**config.mk**
```make
export PLATFORM = sky130hd
export DESIGN_NAME = led_sweep_ctrl
export DESIGN_NICKNAME = d
export VERILOG_FILES = /design/src/rtl/led_sweep_ctrl.sv
export SDC_FILE = /design/constraint.sdc
export NUM_CORES = 1
export LEC_CHECK = 0
export CORE_MARGIN = 3
export CORE_UTILIZATION = 45
export CTS_BUF_LIST = sky130_fd_sc_hd__clkbuf_4
export DETAILED_ROUTE_END_ITERATION = 10
export DONT_BUFFER_PORTS = 1
export GPL_TIMING_DRIVEN = 0
export PLACE_DENSITY = 0.6
export SKIP_CTS_REPAIR_TIMING = 1
export SLEW_MARGIN = 10
export SYNTH_ARGS = -nofsm -noshare
export SYNTH_HDL_FRONTEND = slang
export SYNTH_SLANG_ARGS = --single-unit
```
**constraint.sdc**
```tcl
create_clock -name clk -period 2.1 [get_ports clk]
set_input_delay 0.315 -clock clk [delete_from_list [all_inputs] [get_ports clk]]
set_output_delay 0.315 -clock clk [all_outputs]
set_load 0.02 [all_outputs]
```
**src/rtl/led_sweep_ctrl.sv**
```systemverilog
// ---------------------------------------------------------------------------
// led_sweep_ctrl
//
// Control block for an LED sweep: it turns two raw push buttons into clean
// press events, runs a small IDLE/RUN/PAUSED state machine and produces a
// clock-enable pulse ("step") that advances an external position counter.
//
// Optional build macro: BOUNCE_MODE_EN
//   undefined : wrap mode, direction is toggled only by the direction button.
//   defined   : bounce mode, direction reverses automatically at pos==max_out
//               (counting up) and at pos==0 (counting down); the direction
//               button is ignored.
//
// Parameters
//   PRESCALE_BASE   : base clock cycles per step (2 .. 2^20)
//   DEBOUNCE_CYCLES : consecutive stable samples to accept a level (1 .. 255)
//
// Ports
//   clk        in   sole clock, rising edge
//   rst        in   asynchronous, active-high reset
//   btn_pause  in   raw button, each accepted press toggles run/pause
//   btn_dir    in   raw button, each accepted press toggles direction
//   speed_sel  in   [1:0] step rate select, 3 is fastest
//   max_in     in   [7:0] requested wrap limit
//   pos        in   [7:0] current position from the position counter
//   step       out  one-cycle enable pulse for the position counter
//   direction  out  1 = count up, 0 = count down
//   pause      out  1 = counter must hold
//   max_out    out  [7:0] wrap limit presented to the counter
//   state      out  [1:0] FSM state: 00 IDLE, 01 RUN, 10 PAUSED
//
// Handshake: there is no valid/ready pair here. "step" is a single-cycle
// enable: the counter consumes it on the rising edge that ends the cycle in
// which step is high; it is never held for more than one cycle.
// ---------------------------------------------------------------------------
module led_sweep_ctrl #(
  parameter int PRESCALE_BASE   = 16,
  parameter int DEBOUNCE_CYCLES = 4
) (
  input  logic       clk,
  input  logic       rst,
  input  logic       btn_pause,
  input  logic       btn_dir,
  input  logic [1:0] speed_sel,
  input  logic [7:0] max_in,
  input  logic [7:0] pos,
  output logic       step,
  output logic       direction,
  output logic       pause,
  output logic [7:0] max_out,
  output logic [1:0] state
);

  typedef enum logic [1:0] {
    IDLE   = 2'b00,
    RUN    = 2'b01,
    PAUSED = 2'b10
  } state_t;

  localparam logic [7:0]  DB_LAST = 8'(DEBOUNCE_CYCLES - 1);
  localparam logic [23:0] BASE    = 24'(PRESCALE_BASE);

  state_t      state_q;
  state_t      state_d;

  // Button conditioning. Index 0 = pause button, index 1 = direction button.
  logic [1:0]  btn_raw;
  logic [1:0]  sync0;
  logic [1:0]  sync1;
  logic [1:0]  clean;
  logic [1:0]  clean_d;
  logic [1:0]  armed;
  logic [7:0]  db_cnt [2];
  logic [1:0]  warm;
  logic        warm_done;
  logic [1:0]  press;
  logic        press_pause;
  logic        press_dir;

  logic [23:0] presc;
  logic [23:0] period;
  logic [23:0] period_m1;
  logic        running;

  assign btn_raw     = {btn_dir, btn_pause};
  // The synchronizer output only reflects the real pin after two edges.
  assign warm_done   = (warm == 2'd2);
  // A rising clean level is a press only once the button has been seen
  // released since reset, so a button held through reset stays silent.
  assign press       = clean & ~clean_d & armed;
  assign press_pause = press[0];
  assign press_dir   = press[1];

  always_ff @(posedge clk or posedge rst) begin
    if (rst) begin
      sync0     <= 2'b00;
      sync1     <= 2'b00;
      clean     <= 2'b00;
      clean_d   <= 2'b00;
      armed     <= 2'b00;
      db_cnt[0] <= 8'd0;
      db_cnt[1] <= 8'd0;
      warm      <= 2'd0;
    end else begin
      sync0   <= btn_raw;
      sync1   <= sync0;
      clean_d <= clean;
      if (!warm_done) begin
        warm <= warm + 2'd1;
      end
      for (int i = 0; i < 2; i++) begin
        // The counter tracks how long the synchronized level has disagreed
        // with the clean level; any agreeing sample restarts it.
        if (sync1[i] == clean[i]) begin
          db_cnt[i] <= 8'd0;
        end else if (db_cnt[i] == DB_LAST) begin
          clean[i]  <= sync1[i];
          db_cnt[i] <= 8'd0;
        end else begin
          db_cnt[i] <= db_cnt[i] + 8'd1;
        end
        if (warm_done && !sync1[i] && !clean[i]) begin
          armed[i] <= 1'b1;
        end
      end
    end
  end

  // State machine
  always_ff @(posedge clk or posedge rst) begin
    if (rst) begin
      state_q <= IDLE;
    end else begin
      state_q <= state_d;
    end
  end

  always_comb begin
    state_d = state_q;
    case (state_q)
      IDLE:    if (press_pause) state_d = RUN;
      RUN:     if (press_pause) state_d = PAUSED;
      PAUSED:  if (press_pause) state_d = RUN;
      default: state_d = IDLE;
    endcase
  end

  assign running = (state_q == RUN);
  assign state   = state_q;
  assign pause   = !running;

  // Step prescaler
  assign period    = BASE << (2'd3 - speed_sel);
  assign period_m1 = period - 24'd1;

  always_ff @(posedge clk or posedge rst) begin
    if (rst) begin
      presc <= 24'd0;
    end else if (!running || state_d != RUN) begin
      presc <= 24'd0;
    end else if (presc >= period_m1) begin
      // Also catches a count left above a freshly shortened period: it wraps
      // without a step because step only fires on exact equality.
      presc <= 24'd0;
    end else begin
      presc <= presc + 24'd1;
    end
  end

  assign step = running && (presc == period_m1);

  // Wrap limit: follows max_in while the counter is stopped, frozen in RUN.
  always_ff @(posedge clk or posedge rst) begin
    if (rst) begin
      max_out <= 8'd15;
    end else if (!running) begin
      max_out <= max_in;
    end
  end

  // Direction
`ifdef BOUNCE_MODE_EN
  logic unused_press_dir;
  assign unused_press_dir = press_dir;

  always_ff @(posedge clk or posedge rst) begin
    if (rst) begin
      direction <= 1'b1;
    end else if (running) begin
      // The low end wins so that max_out == 0 settles on counting up
      // instead of flipping every cycle at pos == 0.
      if (!direction && pos == 8'd0) begin
        direction <= 1'b1;
      end else if (direction && pos == max_out && max_out != 8'd0) begin
        direction <= 1'b0;
      end
    end
  end
`else
  logic unused_pos;
  assign unused_pos = ^pos;

  always_ff @(posedge clk or posedge rst) begin
    if (rst) begin
      direction <= 1'b1;
    end else if (press_dir) begin
      direction <= ~direction;
    end
  end
`endif

endmodule

```
* Word-level counts from Yosys, hierarchy flattened *
Index checks and enable logic that the tools add are counted.
Widths: inputs -> output; s select.

storage, ports and cells
  register bits = 63
  logic and storage cells = 61

operators by class
  add/sub/neg operators = 6
  $lt $le $gt $ge = 1
  equal/unequal tests = 9
  shift-type cells = 1
  mux-type cells = 9
  bitwise gates (word level) = 6
  reductions and logical operators = 15

operators by type and width
  cell                   count
  $mux 24                2
  $mux 8                 4
  $add 24x1->24 const B  1
  $eq 24x24->1           1
  $ge 24x24->1           1
  $shl 5x2->24 const A   1
  $sub 24x1->24 const B  1
  $add 8x1->8 const B    2
  $eq 8x2->1 const B     2
  $logic_and 1x1->1      5
  $logic_not 1->1        5
  $and 2x2->2            2
  $eq 2x2->1 const B     2
  $mux 2                 2
  $pmux 2 s2             1
  $reduce_and 2->1       2
  $not 1->1              3
  $add 2x1->2 const B    1
  $eq 1x1->1             2
  $eq 2x1->1 const B     1
  $logic_not 2->1        1
  $ne 2x1->1 const B     1
  $not 2->2              1
  $reduce_or 2->1        1
  2 further kinds        2

* Depth between registers and ports, before layout *
Gate-level depths: netlist of the first run.

  depth in word-level cells = 8
  mapped depth = 7

* Worst setup path after synthesis of the first run *
OpenSTA, ideal clock, no wires.

  path type = input -> output
  start = in speed_sel[1]
  end = out step
  arrival time = 1.576 ns
  path slack = 0.209 ns
  stages = 4
  buffers on the path = 0
  cell sequence = or2_2 > ha_1 > nand3_1 > nor4_1

between the ends
  word-level cells in the longest chain between the ends = 5

ends and longest elaborated chain
  what               line  text
  from (decl)        44    input logic [1:0] speed_sel,
  $sub 2x2->2        153   assign period = BASE << (2'd3 - speed_sel);
  $shl 5x2->24       153
  $sub 24x1->24      154   assign period_m1 = period - 24'd1;
  $eq 24x24->1       170   assign step = running && (presc == period_m1);
  $logic_and 1x1->1  170
  to (decl)          47    output logic step,

No other way between the ends.

* Worst setup path in the final report of the first run *
  start = reg presc[7]
  end = out step

between the ends
  word-level cells in the longest chain between the ends = 2

ends and longest elaborated chain
  what                    line  text
  from (decl)             80    logic [23:0] presc;
  from (signal assigned)  166   presc <= presc + 24'd1;
  $eq 24x24->1            170
  $logic_and 1x1->1       170

No other way between the ends.

==> impl_metrics.yaml, run 1 <==
outcome:
  outcome: "complete, no violations"
floorplan:
  core_sq_um: 5200
  ios: 35
  dieArea_sq_um: 6400
  fp.dieH_um: 80.0
  rows: 26
  initial_core_util_pct: 47.4
  fp.dieW_um: 80.0
detailed_routing:
  ant_nets: 0
  first_pass_iters: 4
  drt-total-wl_mm: 4.07
  wl_per_cell_um: 12.7
  route.detailed.drc: 0
  routed_via_density: 4.82
  vias: 1541
  drtIter0Drc: 95
critical_path:
  slowest_delay_ns: 0.48
  cp-start-kind: "flop"
  worstPathArrival_ns: 1.72
  path_class: "flop to primary output"
  crit_path_cell_trace: "ha_1 > nand3_1 > nor4_4"
  worstPathMaxFanout: 3
  path_buf_inv: 0
  critical-path-top-delay-family: "simple AND/OR/NAND/NOR gates"
  worstPathRequired_ns: 1.78
  slowest_stage: "nor4_4"
  crit_path_end_kind: "primary output"
pwr:
  p_seq_share_pct: 58.3
  p_per_area_nw_per_um2: 1030
  power_uw: 3000
  power_frac_comb_pct: 16.4
  p_clk_share_pct: 25.3
  p_sw_uw: 989
  leakagePower_uw: 0.00134
  p_int_uw: 2010
  irDropWorstVdd_v: 0.000929
  p_sw_share_pct: 33.0
layout:
  fin_cells: 320
  drive_gt1_share_pct: 15.2
  synthToLayoutAreaGrowth_pct: 18.2
  fin_area_sq_um: 2910
  nets: 275
  finish.utilization_pct: 56.0
  fillers: 469
  antennaDiodeCount: 0
logic_synthesis:
  avgSynthCellArea_sq_um: 11.7
  synth_seq_cells: 63
  synth-main-ff-cell: "dfrtp_1"
  yosysWarnings: 0
  synthCells: 210
  ys_async_sr_fraction_pct: 100
  synth.distinct_cells: 32
  synth-seq-area-share_pct: 64.2
  synth_area_sq_um: 2460
  synth-edff-count: 0
sta:
  rsz0062_at_grt: "yes"
  fin_ws_ns: 0.0618
  fmax_ghz: 0.491
  post-route-min-period_ns: 2.04
  setup_viol: 0
  relSlewSlack_pct: 51.3
  timing.final.crit_share_pct: 97.1
  hold_violations: 0
  clock_skew_ns: 0.0101
  worst_pin_slew_ns: 0.730
  drv_slew: 0
grt:
  first_global_vias: 1523
  gr-total-overflow: 0
  grt_pass1_wl_mm: 6.84
  gr-usage-all-layers_pct: 14.4
  antenna_found_initial: 0
  grt_max_degree: 64
place:
  hpwl_mm: 2.61
  placedCellCount: 294
  gp_congestion: 0.791
  place_ws_ns: -0.0505
  place_area_sq_um: 2610
  numPortBuffers: 0
job:
  cap_viol_max_count: 0
cts:
  path_clk_slew_ns: 0.09
  clockBufferDepth: 2
  cts_buffers: 9
  cts_tree: "yes"
  clkLatencyLatePin_ns: 0.39
  clock-sinks: 63
  htree_levels: 3
  cts-root-buf: "clkbuf_4"
worst_hold_path:
  hold_class: "input pin to flop"
-- registers in the layout (all words and copies together) (netlist names) --
| name | count |
|---|---|
| max_out | 8 |
| warm | 2 |
| direction | 1 |
| armed | 2 |
| db_cnt | 16 |
| sync0 | 2 |
| clean | 2 |
| clean_d | 2 |
| presc | 24 |
| sync1 | 2 |
| state | 2 |
-- final timing paths --
check	from	end	slack, ns	cells past startpoint
setup / recovery	presc[7]$_DFF_PP0_	step	0.06	3
min in group asynchronous	rst	presc[1]$_DFF_PP0_	0.54	2
setup reg to reg	db_cnt[8]$_DFF_PP0_	clean[0]$_DFFE_PP0P_	0.11	4
max in group asynchronous	rst	max_out[7]$_DFFE_PP0N_	1.08	2
hold / removal	max_in[4]	max_out[4]$_DFFE_PP0N_	0.05	2
hold reg to reg	sync0[1]$_DFF_PP0_	sync1[1]$_DFF_PP0_	0.36	0
-- power by group through the flow --
stage | Sequential (uW) | Combinational (uW) | Clock [uW]
2_1_floorplan | 1720 | 372 | 0
3_3_place_gp | 1760 | 449 | 0
3_5_place_dp | 1770 | 455 | 0
4_1_cts | 1740 | 460 | 805
5_1_grt | 1780 | 574 | 859
6_report | 1750 | 492 | 760
-- cell families (layout without fill, tap and decap cells) --
group / Yosys count / after routing / synth area share (%)
multiplexers: 2 / 2 / 1.07
buffers and inverters: 6 / 32 / 0.914
adder cells (fa/ha/maj): 8 / 8 / 4.06
flip-flops: 63 / 63 / 64.2
XOR/XNOR: 22 / 22 / 7.82
other: 2 / 16 / 0.305
AND/OR/NAND/NOR: 99 / 99 / 19.7
AO/OA/AOI/OAI: 8 / 8 / 1.93
-- layout make-up --
type,count,area (sq um),area share (%)
flip-flops and latches,63,1580,54.3
multi-input cells,155,993,34.1
repair buffers,9,87.6,3.01
well taps,70,87.6,3.01
clock buffers,10,75.1,2.58
clock inverters,6,51.3,1.76
inverters,3,17.5,0.601
plain buffers,3,12.5,0.430
repair inverters,1,5.00,0.172
-- metrics by stage --
stage,hold slack [ns],TNS [ns]
after CTS,-0.107,-0.788
after global routing,0.00394,-0.114
after floorplan,0.331,0
after detailed placement,0.340,-0.0505
after global placement,0.333,-22.95
final,0.0511,0
-- cell usage in the layout, fill, tap and decap left out, types with 3 or more instances in the layout --
| master | count |
|---|---|
| nor4_4 | 4 |
| nor2_1 | 16 |
| xnor2_1 | 7 |
| dfstp_2 | 5 |
| and3_1 | 6 |
| nand3_1 | 14 |
| nor3_1 | 8 |
| dlygate4sd3_1 | 8 |
| and3_2 | 3 |
| conb_1 | 16 |
| ha_1 | 7 |
| nand2_1 | 32 |
| xor2_1 | 15 |
| dfrtp_1 | 58 |
| clkinv_1 | 3 |
| clkbuf_4 | 10 |
| nor3b_1 | 3 |
-- routing by layer --
layer | vias to the layer above | routed length (um) | global-route usage (%)
met2 | 28 | 1840 | 20.7
met3 | 2 | 247 | 7.79
met4 | 0 | 25 | 5.57
li1 | 765 | - | -
met5 | - | 0 | 0
met1 | 746 | 1960 | 18.2
-- synthesized netlist by cell type (3+ instances only) --
master / n / area [sq um]
nor3_1: 8 / 40.0
dfrtp_1: 58 / 1450
nor4_1: 6 / 37.5
dfstp_2: 5 / 131
nand3_1: 15 / 75.1
xnor2_1: 7 / 61.3
nand2_1: 33 / 124
clkbuf_1: 3 / 11.3
nor3b_1: 3 / 22.5
ha_1: 8 / 100
xor2_1: 15 / 131
and3_1: 7 / 43.8
nor2_1: 16 / 60.1
Note: power is estimated with default switching activity, not from simulation.
==> run 2: changes to the inputs <==
CTS_BUF_LIST = sky130_fd_sc_hd__clkbuf_4 sky130_fd_sc_hd__clkbuf_8   (was sky130_fd_sc_hd__clkbuf_4)
CTS_CLUSTER_SIZE = 8   (was not set)
==> impl_metrics.yaml, run 2 (synthesis results as in run 1) <==
floorplan:
  ios: 35
  rows: 26
  dieArea_sq_um: 6400
  fp.dieH_um: 80.0
  core_sq_um: 5200
  fp.dieW_um: 80.0
  initial_core_util_pct: 47.4
layout:
  final_common_cell: "dfrtp_1"
  top_regs: "presc: 24 flops, db_cnt: 16 flops, max_out: 8 flops"
  antennaDiodeCount: 0
  synthToLayoutAreaGrowth_pct: 16.6
  nets: 268
  top_register: "presc"
  drive_gt1_share_pct: 14.4
  fillers: 460
  largest_register_ffs: 24
  layout_common_cells: "dfrtp_1 (58), nand2_1 (32), nor2_1 (16), conb_1 (16)"
  fin_cells: 313
critical_path:
  worstPathMaxFanout: 2
  worst_r2r_path_depth: 4
  worstPathRequired_ns: 1.78
  crit_path_end_kind: "primary output"
  rrSetupSlack_ns: 0.11
  cp-start-kind: "flop"
  rr_endpoint: "clean[0]$_DFFE_PP0P_"
  worstPathArrival_ns: 1.68
  path_class: "flop to primary output"
  r2r_start: "db_cnt[8]$_DFF_PP0_"
sta:
  setup_viol: 0
  rsz0062_at_grt: "yes"
  fmax_ghz: 0.501
  worst_pin_slew_ns: 0.731
  relSlewSlack_pct: 51.3
  hold_violations: 43
  timing.final.crit_share_pct: 95.0
  whs_ns: -0.0123
  post-route-min-period_ns: 2.00
  clock_skew_ns: 0.00923
  setup_tns_ns: 0
  drv_slew: 0
grt:
  grt_pass1_wl_mm: 6.80
  antenna_found_initial: 0
  gr-total-overflow: 0
  grt_max_degree: 64
  gr-usage-all-layers_pct: 14.5
  first_global_vias: 1511
place:
  placedCellCount: 294
  numPortBuffers: 0
  gp_congestion: 0.791
  hpwl_mm: 2.61
detailed_routing:
  first_pass_iters: 4
  wl_per_cell_um: 12.6
  ant_nets: 0
  routed_via_density: 4.82
  vias: 1510
  route.detailed.drc: 0
  drt-total-wl_mm: 3.94
  drtIter0Drc: 67
job:
  cap_viol_max_count: 0
outcome:
  outcome: "finished, violations left"
  violations: "hold timing"
cts:
  clock-sinks: 63
  cts-root-buf: "clkbuf_8"
  cts_buffers: 9
  clockBufferDepth: 2
  clkLatencyLatePin_ns: 0.34
  path_clk_slew_ns: 0.06
  htree_levels: 3
  cts_tree: "yes"
worst_hold_path:
  hold_class: "input pin to async pin"
pwr:
  leakagePower_uw: 0.00135
  p_per_area_nw_per_um2: 1150
  irDropWorstVdd_v: 0.000769
## run 2: changes by cell type in the layout (fill, tap and decap cells not counted), moves of 2 or more
| cell | change |
|---|---|
| clkbuf_4 | -9 |
| clkbuf_8 | +12 |
| clkinv_1 | -3 |
| dlygate4sd3_1 | -6 |
| nor4_1 | +2 |
| nor4_4 | -3 |
## run 2: power breakdown
group          leakage (uW)  internal (uW)  switching [uW]
sequential         0.000781           1450             288
clock              0.000113            654             432
combinational      0.000455            187             291
total               0.00135           2300            1010
## run 2: worst max path at each step
stage / depth (start not counted) / end / startpoint / slack, ns
5_1_grt: 3 / step / presc[10]$_DFF_PP0_ / -0.04
6_report: 3 / step / presc[19]$_DFF_PP0_ / 0.10
3_3_place_gp: 1 / max_out[6]$_DFFE_PP0N_ / rst / -0.40
2_1_floorplan: 4 / step / speed_sel[1] / 0.21
3_5_place_dp: 4 / step / presc[0]$_DFF_PP0_ / -0.05
4_1_cts: 4 / step / presc[0]$_DFF_PP0_ / -0.42
## run 2: per-stage QoR
step,cell area [sq um],total power (uW),util [%],worst slack [ns]
floorplan,2520,2100,-,0.209
global placement,2610,2210,50.0,-0.397
detailed placement,2610,2220,50.1,-0.0505
CTS,2820,3330,54.2,-0.423
global route,2870,3520,55.2,-0.0417
finish,2870,3310,55.2,0.104
## run 2: routing by layer
metal / wire length (um) / global-route usage [%] / vias up
met1: 1860 / 18.0 / 724
met2: 1740 / 20.5 / 33
met4: 74 / 6.59 / 0
met3: 260 / 7.79 / 9
met5: 0 / 0 / -
li1: - / - / 744
## run 2: final cells by class
cell class / instances / area, sq um / share of cell area, %
Buffer: 3 / 12.5 / 0.435
Clock buffer: 13 / 173 / 6.01
Clock inverter: 3 / 40.0 / 1.39
Inverter: 3 / 17.5 / 0.609
Multi-Input combinational cell: 155 / 936 / 32.6
Sequential cell: 63 / 1580 / 55.1
Tap cell: 70 / 87.6 / 3.05
Timing Repair Buffer: 2 / 20.0 / 0.697
Timing Repair inverter: 1 / 5.00 / 0.174
## run 2: worst max-delay path: stages, from the launching register on
cell	delay, ns
dfrtp_1	0.36
nor4_1	0.31
nand3_1	0.20
nor4_4	0.48
==> run 3: changes to the inputs <==
GPL_TIMING_DRIVEN = not set   (was 0)
==> impl_metrics.yaml, run 3 (synthesis results as in run 1) <==
layout:
  fin_area_sq_um: 2970
  largest_register_ffs: 24
  final_common_cell: "dfrtp_1"
  drive_gt1_share_pct: 16.4
  multi_input_area_sq_um: 960
  finish.utilization_pct: 57.1
  layout_common_cells: "dfrtp_1 (58), nand2_1 (32), nor2_1 (16), conb_1 (16)"
  top_register: "presc"
  seq_area_sq_um: 1580
  synthToLayoutAreaGrowth_pct: 20.6
  nets: 269
  antennaDiodeCount: 0
  top_regs: "presc: 24 flops, db_cnt: 16 flops, max_out: 8 flops"
  fin_cells: 314
  fillers: 467
place:
  gp_congestion: 0.761
  placedCellCount: 295
  place_area_sq_um: 2640
  hpwl_mm: 2.53
  numPortBuffers: 0
cts:
  path_clk_slew_ns: 0.07
  cts-root-buf: "clkbuf_8"
  htree_levels: 3
  cts_tree: "yes"
  clkLatencyLatePin_ns: 0.33
  clock-sinks: 63
  clockBufferDepth: 2
  cts_buffers: 9
critical_path:
  cp-start-kind: "flop"
  rrSetupSlack_ns: 0.11
  path_class: "flop to flop"
  worstPathArrival_ns: 2.20
  worstPathMaxFanout: 5
  rr_endpoint: "clean[0]$_DFFE_PP0P_"
  r2r_start: "db_cnt[8]$_DFF_PP0_"
  crit_path_end: "clean[0]$_DFFE_PP0P_"
  worst_r2r_path_depth: 4
  worstPathRequired_ns: 2.32
  crit_path_end_kind: "flop"
  crit_start: "db_cnt[8]$_DFF_PP0_"
grt:
  grt_pass1_wl_mm: 6.23
  antenna_found_initial: 0
  gr-usage-all-layers_pct: 13.1
  gr-total-overflow: 0
  grt_max_degree: 38
  first_global_vias: 1408
floorplan:
  ios: 35
  core_sq_um: 5200
  dieArea_sq_um: 6400
  initial_core_util_pct: 47.4
  fp.dieW_um: 80.0
  rows: 26
  fp.dieH_um: 80.0
worst_hold_path:
  hold_class: "input pin to flop"
sta:
  worst_pin_slew_ns: 0.567
  whs_ns: 0.0645
  rsz0062_at_grt: "no"
  hold_violations: 0
  drv_slew: 0
  timing.final.crit_share_pct: 94.7
  setup_viol: 0
  clock_skew_ns: 0.00539
  fmax_ghz: 0.503
  post-route-min-period_ns: 1.99
  relSlewSlack_pct: 62.1
detailed_routing:
  drtIter0Drc: 54
  drt-total-wl_mm: 3.72
  vias: 1474
  wl_per_cell_um: 11.9
  route.detailed.drc: 0
  first_pass_iters: 4
  routed_via_density: 4.69
  ant_nets: 0
job:
  cap_viol_max_count: 0
pwr:
  leakagePower_uw: 0.00138
  irDropWorstVdd_v: 0.000478
  p_per_area_nw_per_um2: 1190
outcome:
  outcome: "complete, no violations"
[run 3: cell types whose count changed in the layout (fill, tap and decap cells not counted), moves of 2 or more]
cell       change
ha_4           +2
bufinv_16      +3
clkbuf_8       -3
clkbuf_1       -2
nor4_2         +2
ha_1           -2
buf_4          +3
[run 3: per-stage QoR]
step                setup TNS, ns  power [uW]  setup WS [ns]
detailed placement              0        2230          0.107
floorplan                       0        2100          0.209
finish                          0        3550          0.111
global route                    0        3760         0.0204
CTS                       -0.0266        3600        -0.0266
global placement                0        2220          0.149
[run 3: how the worst min path moves through the flow]
stage | start | to | cells after the start
CTS | rst | presc[6]$_DFF_PP0_ | 1
global placement | rst | presc[6]$_DFF_PP0_ | 1
finish | max_in[2] | max_out[2]$_DFFE_PP1N_ | 2
floorplan | sync0[0]$_DFF_PP0_ | sync1[0]$_DFF_PP0_ | 0
global route | max_in[0] | max_out[0]$_DFFE_PP1N_ | 2
detailed placement | rst | presc[6]$_DFF_PP0_ | 1
[run 3: layout make-up]
type	count	area share (%)
timing repair buffer	7	2.44
clock inverter	7	4.55
clock buffer	9	4.17
inverter	3	0.379
multi-input combinational	155	32.3
sequential	63	53.2
tap	70	2.95
[run 3: critical path, stage by stage, from the launching register on]
cell	delay (ns)
dfrtp_1	0.41
ha_1	0.25
or4b_1	0.44
or4_4	0.46
mux2_4	0.31
[run 3: metal layers]
metal	GRT usage (%)	part of all wire (%)	up-vias
li1	-	-	748
met1	17.3	49	696
met2	18.5	45	26
met3	5.42	5.2	4
met4	6.25	0.83	0
met5	0	0	-
[run 3: power by group]
group,internal (uW),leakage (uW),switching [uW]
Sequential,1450,0.000781,287
Clock,902,0.000133,437
Combinational,195,0.000463,275
Total,2550,0.00138,999
